## src/rtl/int_seq_if.sv

```systemverilog
// int_seq_if: interrupt request, CP0 status and pipeline handshake bundle
// between the SoC/CPU side (master) and the int_sequencer (slave).
interface int_seq_if #(
   parameter int NUM_IRQ = 6
);

   logic [NUM_IRQ-1:0] irq_in;
   logic [NUM_IRQ-1:0] irq_mask;
   logic               int_en;
   logic               exl;
   logic [NUM_IRQ-1:0] irq_clr;
   logic               pipe_drained;
   logic               stall_req;
   logic [NUM_IRQ-1:0] cp0_int;
   logic [NUM_IRQ-1:0] pend;
   logic [2:0]         active_id;
   logic               busy;
   logic               err;

   modport master (
      output irq_in,
      output irq_mask,
      output int_en,
      output exl,
      output irq_clr,
      output pipe_drained,
      input  stall_req,
      input  cp0_int,
      input  pend,
      input  active_id,
      input  busy,
      input  err
   );

   modport slave (
      input  irq_in,
      input  irq_mask,
      input  int_en,
      input  exl,
      input  irq_clr,
      input  pipe_drained,
      output stall_req,
      output cp0_int,
      output pend,
      output active_id,
      output busy,
      output err
   );

endinterface

```

## src/rtl/int_sequencer.sv

```systemverilog
// int_sequencer: sync, latch, mask and prioritise interrupts, then run the
// stall/drain/fire/EXL handshake. Macro INT_SEQ_LEVEL_EN selects level pend.
module int_sequencer #(
   parameter int NUM_IRQ     = 6,
   parameter int SYNC_STAGES = 2,
   parameter int EXL_TIMEOUT = 15
) (
   input  logic     clk,
   input  logic     rst,
   int_seq_if.slave bus
);

   localparam int CNT_W = $clog2(EXL_TIMEOUT + 1);
   localparam logic [CNT_W-1:0] CNT_LAST = CNT_W'(EXL_TIMEOUT - 1);

   typedef enum logic [2:0] {
      S_IDLE,
      S_STALL,
      S_FIRE,
      S_WAIT_EXL,
      S_SERVICE
   } state_t;

   state_t             r_state;
   state_t             w_state_nx;

   logic [NUM_IRQ-1:0] r_sync [SYNC_STAGES];
   logic [NUM_IRQ-1:0] w_synced;
   logic [NUM_IRQ-1:0] w_pend;
   logic [NUM_IRQ-1:0] w_elig;
   logic [NUM_IRQ-1:0] w_sel;
   logic [2:0]         w_enc;

   logic               r_stall;
   logic [NUM_IRQ-1:0] r_cp0_int;
   logic [2:0]         r_active_id;
   logic               r_err;
   logic [CNT_W-1:0]   r_cnt;

   logic               w_stall_nx;
   logic [NUM_IRQ-1:0] w_cp0_nx;
   logic [2:0]         w_id_nx;
   logic               w_err_nx;
   logic [CNT_W-1:0]   w_cnt_nx;

   // Multi-flop synchronizer for each raw interrupt line
   always_ff @(posedge clk or negedge rst) begin
      if (!rst) begin
         for (int s = 0; s < SYNC_STAGES; s++) begin
            r_sync[s] <= '0;
         end
      end else begin
         r_sync[0] <= bus.irq_in;
         for (int s = 1; s < SYNC_STAGES; s++) begin
            r_sync[s] <= r_sync[s-1];
         end
      end
   end

   assign w_synced = r_sync[SYNC_STAGES-1];

`ifdef INT_SEQ_LEVEL_EN
   logic [NUM_IRQ-1:0] w_unused_clr;

   assign w_unused_clr = bus.irq_clr;
   assign w_pend       = w_synced;
`else
   logic [NUM_IRQ-1:0] r_hist;
   logic [NUM_IRQ-1:0] r_pend;
   logic [NUM_IRQ-1:0] w_rise;

   assign w_rise = w_synced & ~r_hist;

   // Rising-edge latch; a new edge beats a same-cycle clear
   always_ff @(posedge clk or negedge rst) begin
      if (!rst) begin
         r_hist <= '0;
         r_pend <= '0;
      end else begin
         r_hist <= w_synced;
         r_pend <= (r_pend & ~bus.irq_clr) | w_rise;
      end
   end

   assign w_pend = r_pend;
`endif

   assign w_elig = w_pend & bus.irq_mask & {NUM_IRQ{bus.int_en}};

   // Highest set eligible bit wins; later iterations override lower ones
   always_comb begin
      w_sel = '0;
      w_enc = '0;
      for (int i = 0; i < NUM_IRQ; i++) begin
         if (w_elig[i]) begin
            w_sel = '0;
            w_sel[i] = 1'b1;
            w_enc = 3'(i);
         end
      end
   end

   // Next-state and next-output logic of the entry sequencer
   always_comb begin
      w_state_nx = r_state;
      w_stall_nx = r_stall;
      w_cp0_nx   = '0;
      w_id_nx    = r_active_id;
      w_err_nx   = r_err;
      w_cnt_nx   = r_cnt;
      unique case (r_state)
         S_IDLE: begin
            w_stall_nx = 1'b0;
            if ((|w_elig) && !bus.exl) begin
               w_state_nx = S_STALL;
               w_stall_nx = 1'b1;
            end
         end
         S_STALL: begin
            w_stall_nx = 1'b1;
            if (!(|w_elig)) begin
               w_state_nx = S_IDLE;
               w_stall_nx = 1'b0;
            end else if (bus.pipe_drained) begin
               w_state_nx = S_FIRE;
               w_cp0_nx   = w_sel;
               w_id_nx    = w_enc;
            end
         end
         S_FIRE: begin
            w_stall_nx = 1'b1;
            w_cnt_nx   = '0;
            w_state_nx = S_WAIT_EXL;
         end
         S_WAIT_EXL: begin
            w_stall_nx = 1'b1;
            if (bus.exl) begin
               w_state_nx = S_SERVICE;
               w_stall_nx = 1'b0;
            end else if (r_cnt == CNT_LAST) begin
               w_state_nx = S_IDLE;
               w_stall_nx = 1'b0;
               w_err_nx   = 1'b1;
            end else begin
               w_cnt_nx = r_cnt + 1'b1;
            end
         end
         S_SERVICE: begin
            w_stall_nx = 1'b0;
            if (!bus.exl) begin
               w_state_nx = S_IDLE;
            end
         end
         default: begin
            w_state_nx = S_IDLE;
            w_stall_nx = 1'b0;
         end
      endcase
   end

   // State and registered outputs
   always_ff @(posedge clk or negedge rst) begin
      if (!rst) begin
         r_state     <= S_IDLE;
         r_stall     <= 1'b0;
         r_cp0_int   <= '0;
         r_active_id <= '0;
         r_err       <= 1'b0;
         r_cnt       <= '0;
      end else begin
         r_state     <= w_state_nx;
         r_stall     <= w_stall_nx;
         r_cp0_int   <= w_cp0_nx;
         r_active_id <= w_id_nx;
         r_err       <= w_err_nx;
         r_cnt       <= w_cnt_nx;
      end
   end

   assign bus.stall_req = r_stall;
   assign bus.cp0_int   = r_cp0_int;
   assign bus.pend      = w_pend;
   assign bus.active_id = r_active_id;
   assign bus.busy      = (r_state != S_IDLE);
   assign bus.err       = r_err;

endmodule
```

## src/flat_wrapper.sv

```systemverilog
// flat-port wrapper written by rule: the top's interface ports become plain ports
module int_sequencer_flat 
#(
   parameter int NUM_IRQ     = 6,
   parameter int SYNC_STAGES = 2,
   parameter int EXL_TIMEOUT = 15
)
  (clk, rst, bus_irq_in, bus_irq_mask, bus_int_en, bus_exl, bus_irq_clr, bus_pipe_drained, bus_stall_req, bus_cp0_int, bus_pend, bus_active_id, bus_busy, bus_err);
  int_seq_if #(.NUM_IRQ(NUM_IRQ)) bus_i ();
  input  logic clk;
  input  logic rst;
  input wire logic [$bits(bus_i.irq_in)-1:0] bus_irq_in;
  input wire logic [$bits(bus_i.irq_mask)-1:0] bus_irq_mask;
  input wire logic [$bits(bus_i.int_en)-1:0] bus_int_en;
  input wire logic [$bits(bus_i.exl)-1:0] bus_exl;
  input wire logic [$bits(bus_i.irq_clr)-1:0] bus_irq_clr;
  input wire logic [$bits(bus_i.pipe_drained)-1:0] bus_pipe_drained;
  output wire logic [$bits(bus_i.stall_req)-1:0] bus_stall_req;
  output wire logic [$bits(bus_i.cp0_int)-1:0] bus_cp0_int;
  output wire logic [$bits(bus_i.pend)-1:0] bus_pend;
  output wire logic [$bits(bus_i.active_id)-1:0] bus_active_id;
  output wire logic [$bits(bus_i.busy)-1:0] bus_busy;
  output wire logic [$bits(bus_i.err)-1:0] bus_err;
  assign bus_i.irq_in = bus_irq_in;
  assign bus_i.irq_mask = bus_irq_mask;
  assign bus_i.int_en = bus_int_en;
  assign bus_i.exl = bus_exl;
  assign bus_i.irq_clr = bus_irq_clr;
  assign bus_i.pipe_drained = bus_pipe_drained;
  assign bus_stall_req = bus_i.stall_req;
  assign bus_cp0_int = bus_i.cp0_int;
  assign bus_pend = bus_i.pend;
  assign bus_active_id = bus_i.active_id;
  assign bus_busy = bus_i.busy;
  assign bus_err = bus_i.err;
  int_sequencer #(.NUM_IRQ(NUM_IRQ), .SYNC_STAGES(SYNC_STAGES), .EXL_TIMEOUT(EXL_TIMEOUT)) u_core (.clk(clk), .rst(rst), .bus(bus_i));
endmodule
```

## config.mk

```make
export PLATFORM = sky130hd
export DESIGN_NAME = int_sequencer_flat
export DESIGN_NICKNAME = d
export VERILOG_FILES = /design/src/rtl/int_seq_if.sv /design/src/rtl/int_sequencer.sv /design/src/flat_wrapper.sv
export SDC_FILE = /design/constraint.sdc
export NUM_CORES = 1
export LEC_CHECK = 0
export ABC_AREA = 1
export BUFFER_PORTS_ARGS = -buffer_cell sky130_fd_sc_hd__buf_2
export CAP_MARGIN = 15
export CORE_MARGIN = 10
export CORE_UTILIZATION = 50
export CTS_CLUSTER_DIAMETER = 150
export CTS_CLUSTER_SIZE = 40
export DETAILED_ROUTE_END_ITERATION = 16
export PLACE_DENSITY = 0.76
export SLEW_MARGIN = 0
export SYNTH_ARGS = -nofsm -noshare
export SYNTH_HDL_FRONTEND = slang
export SYNTH_SLANG_ARGS = --single-unit
```

## constraint.sdc

```tcl
create_clock -name clk -period 1.5 [get_ports clk]
set_input_delay 0.15 -clock clk [delete_from_list [all_inputs] [get_ports clk]]
set_output_delay 0.15 -clock clk [all_outputs]
set_load 0.02 [all_outputs]
```

* After elaboration in Yosys (flattened, before gate mapping)
Index checks and enable logic that the tools add are counted.
** Storage, ports and cells
- Input bits :: 23
- Flip-flop bits (word level) :: 42
- Logic and storage cells :: 69
- Output and inout bits :: 18
** Cells by class
- Equality and inequality tests :: 11
- Add/sub/neg operators :: 1
- Bitwise gates (word level) :: 8
- Reductions and logical operators :: 10
- Mux-type cells :: 29
** Operators with widths (number)
- two-way mux 6 bit :: 8
- two-way mux 3 bit :: 10
- AND 6 bit :: 4
- case mux 3 bit (5 select lines) :: 1
- inverter 6 bit :: 2
- AND reduction 3 bit :: 3
- two-way mux 4 bit :: 2
- case mux 4 bit (2 select lines) :: 1
- == test 3 x 2 -> 1 bit, second input constant :: 2
- two-way mux 1 bit :: 6
- inequality test 2 bit, second input constant :: 3
- bitwise OR 6 bit :: 1
- OR reduction 6 bit :: 1
- adder 4 x 1 -> 4 bit, second input constant :: 1
- == test 4 bit, second input constant :: 1
- case mux 1 bit (4 select lines) :: 1
- AND reduction 4 bit :: 1
- == test 3 x 1 -> 1 bit, second input constant :: 1
- == test 3 bit, second input constant :: 1
- logical NOT 3 bit :: 1
- inequality test 3 x 2 -> 1 bit, second input constant :: 1
- inequality test 3 bit, second input constant :: 1
- nonzero test 3 bit :: 1
- inequality test 2 x 1 -> 1 bit, second input constant :: 1
- 4 further kinds :: 4

* Depth between registers and ports, before layout
Gate-level depths: netlist of run 1.
- Word-level depth :: 11
- Mapped depth :: 10
- Depth with buffers taken out :: 10

* Worst setup path after synthesis of run 1
OpenSTA, ideal clock, no wires.
- Kind :: register to register
- Start :: register u_core.r_pend[5], in the netlist u_core.bus.pend[5]
- End :: register u_core.r_active_id[2], in the netlist u_core.bus.active_id[2]
- Buffers on the path :: 0
- Arrival time :: 1195 ps
- Period minus slack after synthesis :: 1316 ps
- Setup slack :: 184 ps
- Required time :: 1379 ps
- Cell stages (with the launch flop) :: 9
- Setup time :: 121 ps
- Path through :: dfrtp_1 > nand3_1 > nand2_2 > nor2_2 > nand2_4 > nand3_4 > inv_1 > nor2_1 > nor2_1
** Between the ends
- Cells in the longest elaborated chain, start to end :: 4
** Ends and longest elaborated chain
- start: declaration :: line int_sequencer.sv:69 : logic [NUM_IRQ-1:0] r_pend;
- start signal: assignment :: line int_sequencer.sv:81 : r_pend <= (r_pend & ~bus.irq_clr) | w_rise;
- AND 6 bit (*) (2 in a row) :: line int_sequencer.sv:88 : assign w_elig = w_pend & bus.irq_mask & {NUM_IRQ{bus.int_en}};
- OR reduction 6 bit :: line int_sequencer.sv:121 : if (!(|w_elig)) begin
- AND reduction 3 bit (no line)
- end signal: assignment :: line int_sequencer.sv:174 : r_active_id <= w_id_nx;
- end: declaration :: line int_sequencer.sv:36 : logic [2:0] r_active_id;
Every way passes the cells marked *; elsewhere a longest branch is shown, timed or not.
A chain may end at the register's enable or synchronous reset.

* Worst setup path in the final report of run 1
- Start :: register u_core.r_state[1]
- End :: register u_core.r_state[1]
** Between the ends
- Cells in the longest elaborated chain, start to end :: 3
** Ends and longest elaborated chain
- start: declaration :: line int_sequencer.sv:24 : state_t r_state;
- start signal: assignment :: line int_sequencer.sv:171 : r_state <= w_state_nx;
- == test 3 x 1 -> 1 bit (tied with other cells) :: line int_sequencer.sv:111 : unique case (r_state)
- inequality test 3 bit (no line) (tied with other cells)
- AND reduction 4 bit (no line)
Several ways; a longest one is shown, not always the timed one.

==> results.cfg, run 1 <==
[run_status]
status = finished clean

[route]
avgViaCountPerCell = 4.68
drtPass1Iterations = 4
drtAntennaViolNets = 0
detail_route.iter0.violations = 141
post-route-drc-count = 0
detailroute.via_count = 1231
route.final.wire_length_mm = 3.57
routedWlPerCell_um = 13.6

[run]
max_cap_viol_count = 0

[critical_path]
crit_path_start = u_core.r_state[1]
critical_path.cell_chain = buf_4, nor3_4, nand2_1, a21oi_2, nor2_2, nand2_1, nand2_1
reg2regPathDepth = 7
critical_path_arrival_ns = 1.67
crit_path_max_fanout = 4
worst_reg2reg_path_endpoint = u_core.r_state[1]
critPathCaptureType = flip-flop
timing.critical_path.mode_cell = nand2_1
critPathKind = reg2reg
critical_path_required_ns = 1.77
rrSetupSlack_ns = 0.10
regToRegStartpoint = u_core.r_state[1]
slowest_stage = dfrtp_1
critical_path.endpoint = u_core.r_state[1]
start_kind = flip-flop
largest_stage_delay_worst_path_ns = 0.42

[global_route]
initial_antenna_violation_count = 1
globalRouteMet3Util_pct = 6.37
grt_first_pass_wirelength_mm = 6.13
grt_max_degree = 30
grt_use_total_pct = 13.2
global_route.peak_usage_layer = met2
gr-usage-met2_pct = 23.0
grt_pass1_vias = 1340
met1_usage_pct = 12.5
grt.overflow.total = 0

[pwr]
p_int_mw = 1.82
switching_share_pct = 36.3
combPwrFrac_pct = 31.9
finalPower_mw = 2.85
power.sequential.fraction_pct = 47.5
total_switching_power_mw = 1.04
vdd_ir_drop_max_v = 0.000842
cellLeakagePower_nw = 1.13
powerDensity_nw_per_um2 = 1350
clock_power_share_pct = 20.6

[clocking]
cts_buffer_depth = 2
cts_htree_levels = 2
numClockSinks = 42
clk_pin_slew_worst_paths_ns = 0.13
cts_made_buffers = 5
clk_latency_ns = 0.37
ctsRootBufferMaster = clkbuf_4
tritoncts_clock_tree = yes

[layout]
num-fill-cells = 238
fin_nets = 242
final-seq-area_um2 = 1050
drive_gt1_share_pct = 35.3
final_area_um2 = 2120
final-instance-count-excl-fill = 263
synthToLayoutAreaGrowth_pct = 33.8
multi_input_area_um2 = 472

[timing]
max_freq_mhz = 714
report.final.hold_viol_count = 0
final.setup_skew_ns = 0.0114
worst-slew-pin-transition_ns = 0.626
period_minus_slack_ns = 1.40
fin_setup_tns_ns = 0
worst_hold_slack_ns = 0.0387
timing_max_transition_violations_final = 0
timing.final.setup_violations = 0
period_utilization_pct = 93.3
worst_slew_margin_rel_pct = 58.2

[placed_design]
place.gp.congestion = 0.847
placed_area_um2 = 1860
placement.io_buffers = 40
post_detail_place_hpwl_mm = 2.55
placedCellCount = 236

[min_path]
timing.hold.worst_path_depth = 3
holdCritPathClass = in2reg
hold_path.startpoint = bus_irq_mask[0]

[logic_synthesis]
yosys.cell_count.top_type = dfrtp_1
asyncSetResetFlopFracSynth_pct = 100
yosysSeqAreaShare_pct = 66.3
synth_edf_count = 0
syn_area_um2 = 1590
synth-seq-cells = 42
synthDistinctLibCells = 23
synthTopCellsByArea = dfrtp_1 (66%), nand2_1 (6.9%), inv_1 (5.4%)
ys_warn_count = 0
synth_top_area_cell = dfrtp_1
synth.net_count = 175
synth_ff_type = dfrtp_1
synthesis.area_per_instance_um2 = 10.6
yosysTopAreaCellShare_pct = 66.3
synth.top_cells.by_count = dfrtp_1 (42), nand2_1 (29), inv_1 (23)
synthCells = 150

[floorplanning]
count_of_standard_cell_rows = 20
floorplan.die_area_um2 = 5820
die_w_um = 76.3
chipHeight_um = 76.3
coreArea_um2 = 3050
io_pins = 41
effective_utilization_at_floorplan_pct = 51.9
## kinds of logic (layout without fill, tap and decap cells)
family | after synthesis | count (layout) | share of synthesized area [%]
buf+inv | 25 | 93 | 5.92
xor+xnor | 2 | 2 | 1.11
simple gates | 66 | 66 | 20.0
flops | 42 | 42 | 66.3
other cells | 0 | 1 | 0
compound gates | 13 | 13 | 5.05
fa+ha+maj | 2 | 2 | 1.58
## through the flow
| step | util (%) | setup WS (ns) |
|---|---|---|
| after floorplan | - | 0.184 |
| after global placement | 60.8 | 0.153 |
| after CTS | 67.7 | 0.0143 |
| final | 69.5 | 0.100 |
| after detailed placement | 60.8 | 0.0852 |
| after global routing | 69.5 | -0.00788 |
## what timing repair did
item / CTS / global route
buffers inserted: 2 / 3
hold endpoints to repair: 39 / 0
gates resized for setup: 2 / 12
endpoints found under the setup margin: 1 / 7
pin swaps: 0 / 1
hold buffers: 13 / 0
## critical path: cells and delay by family, from the launching register on
| kind | cells | cell delay [ns] |
|---|---|---|
| AND/OR/NAND/NOR | 5 | 0.56 |
| buffers and inverters | 1 | 0.15 |
| AO/OA/AOI/OAI | 1 | 0.16 |
| flip-flops | 1 | 0.42 |
## power by group through the flow
stage / sequential [mW] / combinational (mW) / clock, mW
final: 1.36 / 0.911 / 0.587
after global routing: 1.38 / 1.01 / 0.663
after CTS: 1.35 / 0.797 / 0.609
after detailed placement: 1.38 / 0.720 / 0
after global placement: 1.37 / 0.684 / 0
after floorplan: 1.44 / 0.406 / 0
## cell usage in the layout, fill, tap and decap left out
cell type / instances
o31ai_2: 1
dlygate4sd3_1: 13
clkinv_4: 1
nor3_4: 1
diode_2: 1
a21oi_1: 2
inv_2: 5
nand2_4: 1
buf_4: 7
nor2_4: 1
nor2_1: 10
o21bai_1: 1
nand3_1: 13
a21oi_2: 1
nor3b_1: 1
nand3_4: 1
xor2_1: 1
nand2_2: 5
clkinvlp_4: 1
inv_1: 20
clkbuf_4: 5
buf_2: 40
nor4_1: 1
o22ai_1: 6
dfrtp_1: 41
o31ai_1: 1
nand4_1: 1
xnor2_1: 1
nor3_1: 1
ha_1: 2
nand2_1: 25
dfrtp_2: 1
inv_6: 1
o21ai_0: 1
nor2_2: 5
## area by class of cell
class,instances,share of cell area [%]
diodes,1,0.118
well taps,44,2.60
clock buffers,5,1.77
inverters,25,4.42
clock inverters,3,1.18
repair buffers,60,18.1
multi-input cells,83,22.2
flip-flops and latches,42,49.6
## flip-flops by register name (all words and copies together), names as in the netlist
register,cells
u_core.r_state,3
u_core.r_hist,6
u_core.bus.cp0_int,6
u_core.r_sync,6
u_core.bus.active_id,3
u_core.r_cnt,4
u_core.w_synced,6
u_core.bus.err,1
u_core.bus.stall_req,1
u_core.bus.pend,6
## routing by layer
layer,part of all wire (%),vias to the layer above,wire length (µm)
met5,0,-,0
met4,2.5,0,90
met3,6.9,10,247
met2,53,35,1910
met1,37,576,1320
li1,-,610,-
## worst min path at each step
stage / endpoint / slack, ns
final: u_core.bus.cp0_int[0] / 0.04
after global routing: u_core.bus.cp0_int[0] / 0.02
after CTS: u_core.bus.cp0_int[0] / 0.03
after detailed placement: u_core.bus.cp0_int[5] / 0.20
after global placement: u_core.bus.cp0_int[4] / 0.19
after floorplan: u_core.bus.active_id[0] / -0.15
No activity file was read; power rests on OpenSTA's default activity.
==> run 2, diff against run 1 <==
--- a/config.mk
+++ b/config.mk
@@ -14,6 +14,7 @@
 export CTS_CLUSTER_SIZE = 40
 export DETAILED_ROUTE_END_ITERATION = 16
 export PLACE_DENSITY = 0.76
+export RECOVER_POWER = 50
 export SLEW_MARGIN = 0
 export SYNTH_ARGS = -nofsm -noshare
 export SYNTH_HDL_FRONTEND = slang
==> run 2 against run 1 <==
Net effect:
- wire length about the same
- sequential power barely moved
- core utilization did not move
- power barely moved
- critical path depth unchanged
- maximum frequency is the same
- clock-buffer cell count unchanged
- global-route usage unchanged
- first-iteration DRC count stayed put
- final area stayed put
- critical endpoint unchanged
- largest cell class unchanged
==> results.cfg, run 2 (synthesized netlist as in run 1, its figures left out) <==
[pwr]
p_int_mw = 1.82
cellLeakagePower_nw = 1.13
vdd_ir_drop_max_v = 0.000842
combPwrFrac_pct = 31.9
total_switching_power_mw = 1.04
powerDensity_nw_per_um2 = 1350
clock_power_share_pct = 20.6
power.sequential.fraction_pct = 47.5
switching_share_pct = 36.3

[layout]
layout_common_cells = dfrtp_1 (41), buf_2 (39), nand2_1 (25)
mostFrequentLayoutCell = dfrtp_1
final_area_um2 = 2120
final_core_util_pct = 69.5
drive_gt1_share_pct = 35.3
synthToLayoutAreaGrowth_pct = 33.8
final-instance-count-excl-fill = 263
fin_nets = 242

[route]
post-route-drc-count = 0
met2RoutedLength_mm = 1.91
drtAntennaViolNets = 0
drtPass1Iterations = 4
route.top_layer_used = met4
routedWlPerCell_um = 13.6
dr_wl_met3_um = 247
met1_routed_wirelength_after_detailed_routing_mm = 1.32
detail_route.iter0.violations = 141
avgViaCountPerCell = 4.68
route.final.wire_length_mm = 3.57
detailroute.via_count = 1231

[critical_path]
largest_stage_delay_worst_path_ns = 0.42
crit_path_start = u_core.r_state[1]
buffer_and_inverter_count_on_the_worst_path = 1
critical_path_required_ns = 1.77
critical_path.cell_chain = buf_4, nor3_4, nand2_1, a21oi_2, nor2_2, nand2_1, nand2_1
path_depth = 7
critical_path.endpoint = u_core.r_state[1]
slowest_stage = dfrtp_1
critPathKind = reg2reg
reg2regPathDepth = 7
start_kind = flip-flop
critical_path_arrival_ns = 1.67
worst_reg2reg_path_endpoint = u_core.r_state[1]
rrSetupSlack_ns = 0.10
critPathCaptureType = flip-flop
timing.critical_path.mode_cell = nand2_1
regToRegStartpoint = u_core.r_state[1]
crit_family = simple AND/OR/NAND/NOR gates
crit_path_max_fanout = 4

[run_status]
status = finished clean

[floorplanning]
coreArea_um2 = 3050
chipHeight_um = 76.3
count_of_standard_cell_rows = 20
effective_utilization_at_floorplan_pct = 51.9
io_pins = 41
floorplan.die_area_um2 = 5820
die_w_um = 76.3

[global_route]
grt_first_pass_wirelength_mm = 6.13
grt_max_degree = 30
grt.overflow.total = 0
grt_pass1_vias = 1340
grt_use_total_pct = 13.2
initial_antenna_violation_count = 1

[timing]
worst-slew-pin-transition_ns = 0.697
timing_max_transition_violations_final = 0
report.final.hold_viol_count = 0
period_utilization_pct = 93.3
final.setup_skew_ns = 0.0114
worst_slew_margin_rel_pct = 53.5
max_freq_mhz = 714
worst_slack_ns = 0.100
timing.final.setup_violations = 0
period_minus_slack_ns = 1.40
fin_setup_tns_ns = 0

[clocking]
tritoncts_clock_tree = yes
cts_buffer_depth = 2
ctsRootBufferMaster = clkbuf_4
clk_latency_ns = 0.37
numClockSinks = 42
clk_pin_slew_worst_paths_ns = 0.13
cts_made_buffers = 5
cts_htree_levels = 2

[placed_design]
post_detail_place_hpwl_mm = 2.55
placed_area_um2 = 1860
placedCellCount = 236
place.gp.congestion = 0.847
post-place-ws_ns = 0.0852
placement.io_buffers = 40

[min_path]
holdCritPathClass = in2reg
timing.hold.worst_path_depth = 3

[run]
max_cap_viol_count = 0
run 2: stage by stage:
| step | hold slack (ns) | total power [mW] |
|---|---|---|
| after floorplan | -0.146 | 1.85 |
| after global placement | 0.194 | 2.05 |
| after detailed placement | 0.204 | 2.10 |
| after CTS | 0.0280 | 2.76 |
| after global routing | 0.0182 | 3.05 |
| final | 0.0387 | 2.85 |
run 2: per-layer routing:
layer	vias to the layer above	GRT usage (%)
met5	-	0
met4	0	6.51
met3	10	6.37
met2	35	23.0
met1	576	12.5
li1	610	-
run 2: worst min-delay path by stage:
stage,to,start,slack (ns)
6_report,u_core.bus.cp0_int[0],bus_irq_mask[0],0.04
4_1_cts,u_core.bus.cp0_int[0],bus_irq_mask[0],0.03
2_1_floorplan,u_core.bus.active_id[0],rst,-0.15
3_5_place_dp,u_core.bus.cp0_int[5],rst,0.20
3_3_place_gp,u_core.bus.cp0_int[4],rst,0.19
5_1_grt,u_core.bus.cp0_int[0],bus_irq_mask[0],0.02
run 2: area by class of cell:
class                           instances  area [µm²]
Tap cell                               44        55.1
Timing Repair Buffer                   60         383
Fill cell                             238         932
Sequential cell                        42        1050
Clock buffer                            5        37.5
Clock inverter                          3        25.0
Inverter                               25        93.8
Antenna cell                            1        2.50
Multi-Input combinational cell         83         472
run 2: what timing repair did:
action	4_1_cts	5_1_grt
hold buffers	13	0
pin swaps	0	1
resized for setup	2	12
hold endpoints to repair	39	0
setup endpoints to repair	1	7
setup buffers	2	3
run 2: worst reg2reg max path, delay by kind of cell, from the launching register on:
family / cells / cell delay (ns)
and+or+nand+nor: 5 / 0.56
DFF: 1 / 0.42
AOI/OAI and AO/OA: 1 / 0.16
buffers and inverters: 1 / 0.15
run 2: power groups by stage:
stage               registers, mW  logic (mW)  clock network [mW]
finish                       1.36       0.911               0.587
global route                 1.38        1.01               0.663
CTS                          1.35       0.797               0.609
detailed placement           1.38       0.720                   0
global placement             1.37       0.684                   0
floorplan                    1.44       0.406                   0
==> run 3, diff against run 2 <==
--- a/config.mk
+++ b/config.mk
@@ -8,11 +8,11 @@
 export ABC_AREA = 1
 export BUFFER_PORTS_ARGS = -buffer_cell sky130_fd_sc_hd__buf_2
 export CAP_MARGIN = 15
-export CORE_MARGIN = 10
 export CORE_UTILIZATION = 50
 export CTS_CLUSTER_DIAMETER = 150
 export CTS_CLUSTER_SIZE = 40
 export DETAILED_ROUTE_END_ITERATION = 16
+export MAX_ROUTING_LAYER = met4
 export PLACE_DENSITY = 0.76
 export RECOVER_POWER = 50
 export SLEW_MARGIN = 0
==> run 3 against run 2 <==
Net effect:
- worst setup slack worse by 0.054 ns
- sequential power about the same
- via count up 0.24%
- combinational power down 8.2%
- sequential share of layout area up 0.83 points
==> results.cfg, run 3 (synthesized netlist as in run 1, its figures left out) <==
[clocking]
clk_pin_slew_worst_paths_ns = 0.13
ctsRootBufferMaster = clkbuf_4
cts_buffer_depth = 2
cts_made_buffers = 5
clk_latency_ns = 0.34
cts_htree_levels = 2
numClockSinks = 42
tritoncts_clock_tree = yes

[critical_path]
critPathCaptureType = primary output
worst_reg2reg_path_endpoint = u_core.r_cnt[0]
reg2regPathDepth = 7
regToRegStartpoint = u_core.r_state[2]
critPathKind = reg2out
crit_path_start = u_core.r_state[0]
critical_path_required_ns = 1.35
critical_path_arrival_ns = 1.30
crit_path_max_fanout = 4
critical_path.endpoint = bus_busy
start_kind = flip-flop
rrSetupSlack_ns = 0.08

[layout]
final_core_util_pct = 68.9
synthToLayoutAreaGrowth_pct = 31.6
layout_common_cells = dfrtp_1 (41), buf_2 (40), nand2_1 (29)
drive_gt1_share_pct = 31.5
mostFrequentLayoutCell = dfrtp_1
fin_nets = 240
antennaDiodeCount = 0

[placed_design]
place.gp.congestion = 0.884
placement.io_buffers = 40
post_detail_place_hpwl_mm = 2.05

[run]
max_cap_viol_count = 0

[global_route]
grt_max_degree = 23
grt_first_pass_wirelength_mm = 5.09
initial_antenna_violation_count = 0
grt_use_total_pct = 21.1
grt.overflow.total = 0
grt_pass1_vias = 1269

[timing]
max_freq_mhz = 688
period_utilization_pct = 96.9
worst_slew_margin_rel_pct = 69.0
timing_max_transition_violations_final = 0
timing.final.setup_violations = 0
period_minus_slack_ns = 1.45
rsz0062_at_grt = yes
final.setup_skew_ns = 0.0174
report.final.hold_viol_count = 0
worst-slew-pin-transition_ns = 0.464

[route]
detailroute.via_count = 1234
avgViaCountPerCell = 4.75
route.final.wire_length_mm = 2.95
detail_route.iter0.violations = 38
drtPass1Iterations = 4
drtAntennaViolNets = 0
post-route-drc-count = 0
routedWlPerCell_um = 11.3

[floorplanning]
die_w_um = 58.3
count_of_standard_cell_rows = 20
floorplan.die_area_um2 = 3400
chipHeight_um = 58.3
io_pins = 41
effective_utilization_at_floorplan_pct = 52.4
coreArea_um2 = 3030

[pwr]
cellLeakagePower_nw = 1.12
vdd_ir_drop_max_v = 0.000801
powerDensity_nw_per_um2 = 1310
finalPower_mw = 2.73

[min_path]
hold_path.startpoint = bus_irq_mask[0]
holdCritPathClass = in2reg
timing.hold.worst_path_depth = 3

[run_status]
status = finished clean
-- run 3: layer usage --
layer | routed length [µm] | vias to the layer above | share of wire, % | global-route usage [%]
met5 | 0 | - | 0 | -
met4 | 48 | 0 | 1.6 | 10.2
met3 | 100 | 6 | 3.4 | 4.62
met2 | 1550 | 31 | 53 | 35.8
met1 | 1250 | 592 | 42 | 23.6
li1 | - | 605 | - | -
-- run 3: where the power goes --
part	switching [mW]	internal, mW
registers	0.0819	1.27
logic	0.518	0.319
clock network	0.360	0.182
-- run 3: worst min-delay path by stage --
stage          slack [ns]                       to
2_1_floorplan       -0.15  u_core.bus.active_id[0]
3_5_place_dp         0.13       u_core.bus.pend[3]
5_1_grt              0.07    u_core.bus.cp0_int[2]
4_1_cts              0.05    u_core.bus.cp0_int[0]
3_3_place_gp         0.12       u_core.bus.pend[3]
6_report             0.07    u_core.bus.cp0_int[0]
-- run 3: cell type report --
type | count | area (µm²)
sequential | 42 | 1050
fill | 227 | 942
multi-input combinational | 83 | 462
timing repair buffer | 58 | 364
inverter | 25 | 93.8
tap | 44 | 55.1
clock buffer | 5 | 37.5
clock inverter | 3 | 21.3
-- run 3: repair_timing --
action / CTS / global route
gates resized for setup: 2 / 6
setup endpoints to repair: 1 / 5
pin swaps: 0 / 1
hold endpoints to repair: 32 / 0
setup buffers: 1 / 2
hold buffers: 13 / 0
-- run 3: stage by stage --
step / hold WS [ns] / TNS, ns / instance area, µm² / setup slack [ns] / std cells
after floorplan: -0.146 / 0 / 1590 / 0.184 / 150
after global placement: 0.124 / 0 / 1860 / 0.155 / 236
after detailed placement: 0.135 / 0 / 1860 / 0.109 / 236
after CTS: 0.0528 / 0 / 2050 / 0.0135 / 258
after global routing: 0.0737 / -0.0241 / 2090 / -0.00948 / 260
final: 0.0728 / 0 / 2090 / 0.0458 / 260
-- run 3: worst max-delay path: stages (launching register included) --
cell,delay [ns]
dfrtp_1,0.43
inv_2,0.11
nand2_1,0.08
nor2_2,0.13
inv_1,0.05
buf_2,0.15
